===== config.mk =====
export PLATFORM = sky130hd
export DESIGN_NAME = audio_mixer_n
export DESIGN_NICKNAME = d
export VERILOG_FILES = /design/src/rtl/audio_mix_pkg.sv /design/src/rtl/audio_mix_sat.sv /design/src/rtl/audio_mixer_n.sv
export SDC_FILE = /design/constraint.sdc
export NUM_CORES = 1
export LEC_CHECK = 0
export CORE_MARGIN = 5
export CORE_UTILIZATION = 40
export DETAILED_ROUTE_END_ITERATION = 16
export GPL_TIMING_DRIVEN = 0
export PLACE_DENSITY_LB_ADDON = 0.05
export SKIP_CTS_REPAIR_TIMING = 1
export SYNTH_ARGS = -nofsm -noshare
export SYNTH_HDL_FRONTEND = slang
export SYNTH_SLANG_ARGS = --single-unit

===== constraint.sdc =====
create_clock -name clk -period 16 [get_ports clk]
set_input_delay 1.6 -clock clk [delete_from_list [all_inputs] [get_ports clk]]
set_output_delay 1.6 -clock clk [all_outputs]
set_load 0.01 [all_outputs]

===== src/rtl/audio_mix_pkg.sv =====
// Shared types and helpers for the time-multiplexed audio mixer.
// State encoding, accumulator sizing and offset-binary conversion.
package audio_mix_pkg;

  typedef enum logic [1:0] {
    ST_IDLE,
    ST_ACCUM,
    ST_OUT
  } state_e;

  function automatic int acc_width(
    input int out_w,
    input int gain_w,
    input int num_ch
  );
    return out_w + gain_w + $clog2(num_ch) + 1;
  endfunction

  function automatic logic [63:0] offs_to_signed(
    input logic [63:0] v,
    input int          w
  );
    return v ^ (64'd1 << (w - 1));
  endfunction

  function automatic logic [63:0] signed_to_offs(
    input logic [63:0] v,
    input int          w
  );
    return v ^ (64'd1 << (w - 1));
  endfunction

endpackage


===== src/rtl/audio_mix_sat.sv =====
// Arithmetic shift of the mix accumulator and saturating narrow
// to the signed output range; clip_o flags a clamped sample.
module audio_mix_sat #(
  parameter int ACC_W = 28,
  parameter int OUT_W = 16,
  parameter int SHIFT = 7
) (
  input  logic signed [ACC_W-1:0] acc_i,
  output logic        [OUT_W-1:0] y_o,
  output logic                    clip_o
);

  logic signed [ACC_W-1:0] shifted;
  logic [ACC_W-OUT_W:0]    hi;

  always_comb begin
    shifted = acc_i >>> SHIFT;
    hi      = shifted[ACC_W-1:OUT_W-1];
    y_o     = shifted[OUT_W-1:0];
    clip_o  = 1'b0;
    // fits only if every bit above the result sign matches it
    if (!((&hi) || (~|hi))) begin
      clip_o = 1'b1;
      if (shifted[ACC_W-1]) begin
        y_o = {1'b1, {(OUT_W-1){1'b0}}};
      end else begin
        y_o = {1'b0, {(OUT_W-1){1'b1}}};
      end
    end
  end

endmodule


===== src/rtl/audio_mixer_n.sv =====
// N-channel mono mixer, one channel per clock through a shared multiplier.
// Optional peak meter enabled by `define AUDIO_MIXER_PEAK_EN.
module audio_mixer_n
  import audio_mix_pkg::*;
#(
  parameter int                NUM_CH      = 4,
  parameter int                IN_W        = 16,
  parameter int                OUT_W       = 16,
  parameter int                GAIN_W      = 8,
  parameter int                GAIN_FRAC   = 7,
  parameter logic [NUM_CH-1:0] CH_UNSIGNED = '1,
  parameter bit                OUT_SIGNED  = 1'b0
) (
  input  logic                     clk,
  input  logic                     reset,
  input  logic                     sample_stb_i,
  input  logic [NUM_CH*IN_W-1:0]   ch_data_i,
  input  logic [NUM_CH*GAIN_W-1:0] ch_gain_i,
  input  logic                     ovr_clr_i,
`ifdef AUDIO_MIXER_PEAK_EN
  output logic [OUT_W-2:0]         peak_o,
  input  logic                     peak_clr_i,
`endif
  output logic [OUT_W-1:0]         sample_o,
  output logic                     valid_o,
  output logic                     clip_o,
  output logic                     busy_o,
  output logic                     overrun_o
);

  localparam int ACC_W = acc_width(OUT_W, GAIN_W, NUM_CH);
  localparam int IDX_W = (NUM_CH > 1) ? $clog2(NUM_CH) : 1;
  localparam int SH    = OUT_W - IN_W;
  localparam logic [OUT_W-1:0] ZERO =
    OUT_SIGNED ? '0 : (OUT_W'(1) << (OUT_W - 1));

  state_e                     state_q, state_d;
  logic [IDX_W-1:0]           idx_q, idx_d;
  logic signed [ACC_W-1:0]    acc_q, acc_d;
  logic [NUM_CH*IN_W-1:0]     data_q, data_d;
  logic [NUM_CH*GAIN_W-1:0]   gain_q, gain_d;
  logic [OUT_W-1:0]           sample_q, sample_d;
  logic                       valid_q, valid_d;
  logic                       clip_q, clip_d;
  logic                       busy_q, busy_d;
  logic                       overrun_q, overrun_d;

  logic [IN_W-1:0]            raw;
  logic [IN_W-1:0]            s_in;
  logic [OUT_W-1:0]           s_ext;
  logic signed [GAIN_W:0]     g_s;
  logic signed [OUT_W+GAIN_W:0] prod;
  logic [OUT_W-1:0]           y_sat;
  logic                       sat_clip;
  logic [OUT_W-1:0]           y_out;

  always_comb begin
    raw   = data_q[idx_q*IN_W +: IN_W];
    s_in  = CH_UNSIGNED[idx_q] ?
            IN_W'(offs_to_signed(64'(raw), IN_W)) : raw;
    s_ext = OUT_W'(s_in) << SH;
    g_s   = $signed({1'b0, gain_q[idx_q*GAIN_W +: GAIN_W]});
    prod  = $signed(s_ext) * g_s;
  end

  audio_mix_sat #(
    .ACC_W (ACC_W),
    .OUT_W (OUT_W),
    .SHIFT (GAIN_FRAC)
  ) u_sat (
    .acc_i  (acc_q),
    .y_o    (y_sat),
    .clip_o (sat_clip)
  );

  always_comb begin
    y_out = OUT_SIGNED ? y_sat :
            OUT_W'(signed_to_offs(64'(y_sat), OUT_W));
  end

  always_comb begin
    state_d   = state_q;
    idx_d     = idx_q;
    acc_d     = acc_q;
    data_d    = data_q;
    gain_d    = gain_q;
    sample_d  = sample_q;
    valid_d   = 1'b0;
    clip_d    = 1'b0;
    overrun_d = overrun_q & ~ovr_clr_i;
    unique case (state_q)
      ST_ACCUM: begin
        acc_d = acc_q + ACC_W'(prod);
        idx_d = idx_q + 1'b1;
        if (idx_q == IDX_W'(NUM_CH - 1)) begin
          state_d = ST_OUT;
        end
        if (sample_stb_i) begin
          overrun_d = 1'b1;
        end
      end
      ST_OUT: begin
        sample_d = y_out;
        valid_d  = 1'b1;
        clip_d   = sat_clip;
        state_d  = ST_IDLE;
      end
      default: ;
    endcase
    // the output cycle can already take the next strobe
    if (sample_stb_i && state_q != ST_ACCUM) begin
      state_d = ST_ACCUM;
      data_d  = ch_data_i;
      gain_d  = ch_gain_i;
      acc_d   = '0;
      idx_d   = '0;
    end
    busy_d = (state_d == ST_ACCUM);
  end

  always_ff @(posedge clk) begin
    if (reset) begin
      state_q   <= ST_IDLE;
      idx_q     <= '0;
      acc_q     <= '0;
      data_q    <= '0;
      gain_q    <= '0;
      sample_q  <= ZERO;
      valid_q   <= 1'b0;
      clip_q    <= 1'b0;
      busy_q    <= 1'b0;
      overrun_q <= 1'b0;
    end else begin
      state_q   <= state_d;
      idx_q     <= idx_d;
      acc_q     <= acc_d;
      data_q    <= data_d;
      gain_q    <= gain_d;
      sample_q  <= sample_d;
      valid_q   <= valid_d;
      clip_q    <= clip_d;
      busy_q    <= busy_d;
      overrun_q <= overrun_d;
    end
  end

  assign sample_o  = sample_q;
  assign valid_o   = valid_q;
  assign clip_o    = clip_q;
  assign busy_o    = busy_q;
  assign overrun_o = overrun_q;

`ifdef AUDIO_MIXER_PEAK_EN
  logic [OUT_W-2:0] peak_q, peak_d;
  logic [OUT_W-2:0] mag;
  logic [OUT_W-1:0] neg;

  always_comb begin
    neg = -y_sat;
    if (!y_sat[OUT_W-1]) begin
      mag = y_sat[OUT_W-2:0];
    end else if (y_sat == {1'b1, {(OUT_W-1){1'b0}}}) begin
      mag = '1;
    end else begin
      mag = neg[OUT_W-2:0];
    end
    peak_d = peak_q;
    if (state_q == ST_OUT) begin
      peak_d = (mag > peak_q) ? mag : peak_q;
    end else if (peak_clr_i) begin
      peak_d = '0;
    end
  end

  always_ff @(posedge clk) begin
    if (reset) begin
      peak_q <= '0;
    end else begin
      peak_q <= peak_d;
    end
  end

  assign peak_o = peak_q;
`endif

endmodule

==> impl_metrics.json <==
{
  "p_comb_share_pct": 37.3,
  "cell_internal_pwr_w": 0.000797,
  "seqPwrFrac_pct": 30.8,
  "ir_drop_v": 0.000130,
  "numCtsBuffers": 17,
  "setup_viol": 0,
  "die_area_mm2": 0.0318,
  "syn_to_final_growth_pct": 20.1,
  "grt.total_usage_pct": 19.5,
  "fin_crit_sh_pct": 46.1,
  "hold_viol_final": 0,
  "via_per_inst": 4.98,
  "synthTopCellsByCount": "282 x nand2_1, 185 x inv_1, 147 x dfxtp_1, 139 x a21oi_1, 127 x fa_1",
  "antenna_left": 0,
  "rsz0062_at_grt": "no",
  "hold_slack_ps": 454,
  "synth-seq-cells": 147,
  "tns_ps": 0,
  "power.total_w": 0.00132,
  "core_area_mm2": 0.0279,
  "avgSynthCellArea_um2": 8.69,
  "synthesis.nets": 1593,
  "hp-class": "reg2reg",
  "fin_cells": 1834,
  "slew_viol_final": 0,
  "synthTopCellsByArea": "dfxtp_1 26%, fa_1 22%, nand2_1 9.3%, ha_1 6.8%, a21oi_1 6.1%",
  "insertion_delay_ps": 440,
  "nets": 1731,
  "via_count": 9132,
  "htreeDepth": 4,
  "root_buffer": "clkbuf_16",
  "final_area_mm2": 0.0136,
  "crit_type": "reg2reg",
  "finalCriticalPeriod_ps": 7380,
  "rows": 61,
  "status": "completed",
  "yosysMostFrequentCell": "nand2_1",
  "ios": 120,
  "port_buffers": 119,
  "maxSlewHeadroom_pct": 42.5,
  "place_inst": 1801,
  "max_freq_ghz": 0.135,
  "crit_arrival_ps": 7680,
  "netlist_area_mm2": 0.0113,
  "worst_pin_slew_ps": 863,
  "clk_pin_slew_worst_paths_ps": 80,
  "clkSinkCount": 147,
  "drc_errors": 0,
  "crit_start": "idx_q[1]",
  "hpwl_um": 24500,
  "critPathCapture": "acc_q[26]",
  "p_per_area_mw_per_mm2": 97.0,
  "gp_congestion": 0.869,
  "reg2regPathDepth": 22,
  "cp-start-kind": "register",
  "grt_pass1_wl_um": 47900,
  "start_util_pct": 40.7,
  "synth_edf_count": 0,
  "switching_share_pct": 39.6,
  "synth-warning-count": 0,
  "post_drt_wl_per_cell_um": 16.4,
  "finClkSkew_ps": 16.7,
  "drive_gt1_share_pct": 5.29,
  "ctsLongestPathBuffers": 2,
  "synth_top_area_share_pct": 26.0,
  "clkPwrFrac_pct": 31.9,
  "rr_endpoint": "acc_q[26]",
  "synthArstFlopShare_pct": 0,
  "r2r-start": "idx_q[1]",
  "maxCapViolCount": 0,
  "r2r_setup_slack_ps": 8620,
  "drtIter0Drc": 449,
  "synth_top_area_cell": "dfxtp_1",
  "synthFlopType": "dfxtp_1",
  "die_w_um": 178,
  "placed_cell_area_mm2": 0.0130,
  "grt_max_degree": 19,
  "synthCells": 1304,
  "grt_pass1_vias": 9047,
  "crit_fanout": 10,
  "cts_tree": "yes",
  "yosysSeqAreaShare_pct": 26.0,
  "critical_path_required_ps": 16300,
  "p_leak_nw": 6.14,
  "switching_power_w": 0.000523,
  "die_h_um": 178,
  "routed_wl_um": 30100,
  "synth.distinct_cells": 58,
  "firstDrtPassIters": 6,
  "end_kind": "register",
  "gr-total-overflow": 0,
  "antenna_found_initial": 1
}
[worst max-delay path: stages, from the launching register on]
cell	delay, ps
dfxtp_1	340
clkbuf_1	390
clkbuf_1	640
mux4_2	520
clkbuf_1	440
nand2_1	140
fa_1	520
inv_1	60
fa_1	490
fa_1	500
fa_1	490
inv_1	50
fa_1	470
inv_1	40
ha_1	260
clkbuf_1	280
nand4_1	230
nor3_1	280
o2111ai_1	230
nand3_1	270
nor4bb_1	360
o21a_1	180
nor3_1	40
[through the flow]
| step | utilization [%] | setup WS, ps |
|---|---|---|
| CTS | 48.9 | 8670 |
| global route | 48.9 | 8180 |
| detailed placement | 46.7 | 8690 |
| global placement | 46.7 | 8740 |
| floorplan | - | 9850 |
| finish | 48.9 | 8620 |
[layout by cell type, fill, tap and decap left out, types with 17 or more instances in the layout]
cell	n
ha_1	62
and2_1	72
a21oi_1	139
nor2_1	38
clkdlybuf4s50_1	119
dfxtp_1	147
clkbuf_1	54
nor3_1	22
fa_1	127
inv_1	185
nand2_1	282
mux4_2	23
clkbuf_16	17
[cell type report]
cell class / count / area, um2
Antenna cell: 1 / 2.50
Buffer: 66 / 309
Clock buffer: 17 / 425
Clock inverter: 15 / 183
Fill cell: 2756 / 14200
Inverter: 185 / 694
Multi-Input combinational cell: 906 / 7390
Sequential cell: 147 / 2940
Tap cell: 378 / 473
Timing Repair Buffer: 119 / 1190
[power by group through the flow]
stage,Combinational (W),Sequential [W],Clock (W)
6_report,0.000492,0.000406,0.000422
5_1_grt,0.000562,0.000409,0.000444
4_1_cts,0.000499,0.000406,0.000428
3_5_place_dp,0.000496,0.000415,0
3_3_place_gp,0.000491,0.000414,0
2_1_floorplan,0.000365,0.000408,0
[state kept, by name, summed over array words and instances (netlist names)]
register / count
clip_o: 1
state_q: 2
overrun_o: 1
sample_o: 16
acc_q: 27
valid_o: 1
idx_q: 2
data_q: 64
busy_o: 1
gain_q: 32
[cells by family (layout without fill, tap and decap cells)]
family,count (synthesis),count (layout),synth area share [%]
simple gates,448,448,17.6
mux,35,35,5.65
compound gates,213,213,11.0
flops,147,147,26.0
buf+inv,251,402,8.85
xor+xnor,21,21,1.62
fa+ha+maj,189,189,29.3
other cells,0,1,0
[metal layers]
layer,wire (um),global-route usage (%),vias to the layer above
li1,-,-,4449
met1,14100,27.6,4484
met2,14400,31.5,165
met3,1130,2.56,34
met4,522,5.24,0
met5,0,0,-
[how the worst min path moves through the flow]
stage / slack [ps] / cells after the start / startpoint / endpoint
2_1_floorplan: 430 / 2 / data_q[31] / data_q[31]
3_3_place_gp: 440 / 2 / data_q[49] / data_q[49]
3_5_place_dp: 450 / 2 / data_q[38] / data_q[38]
4_1_cts: 460 / 2 / data_q[38] / data_q[38]
5_1_grt: 470 / 2 / data_q[13] / data_q[13]
6_report: 450 / 2 / data_q[19] / data_q[19]
Note: power is estimated with default switching activity, not from simulation.
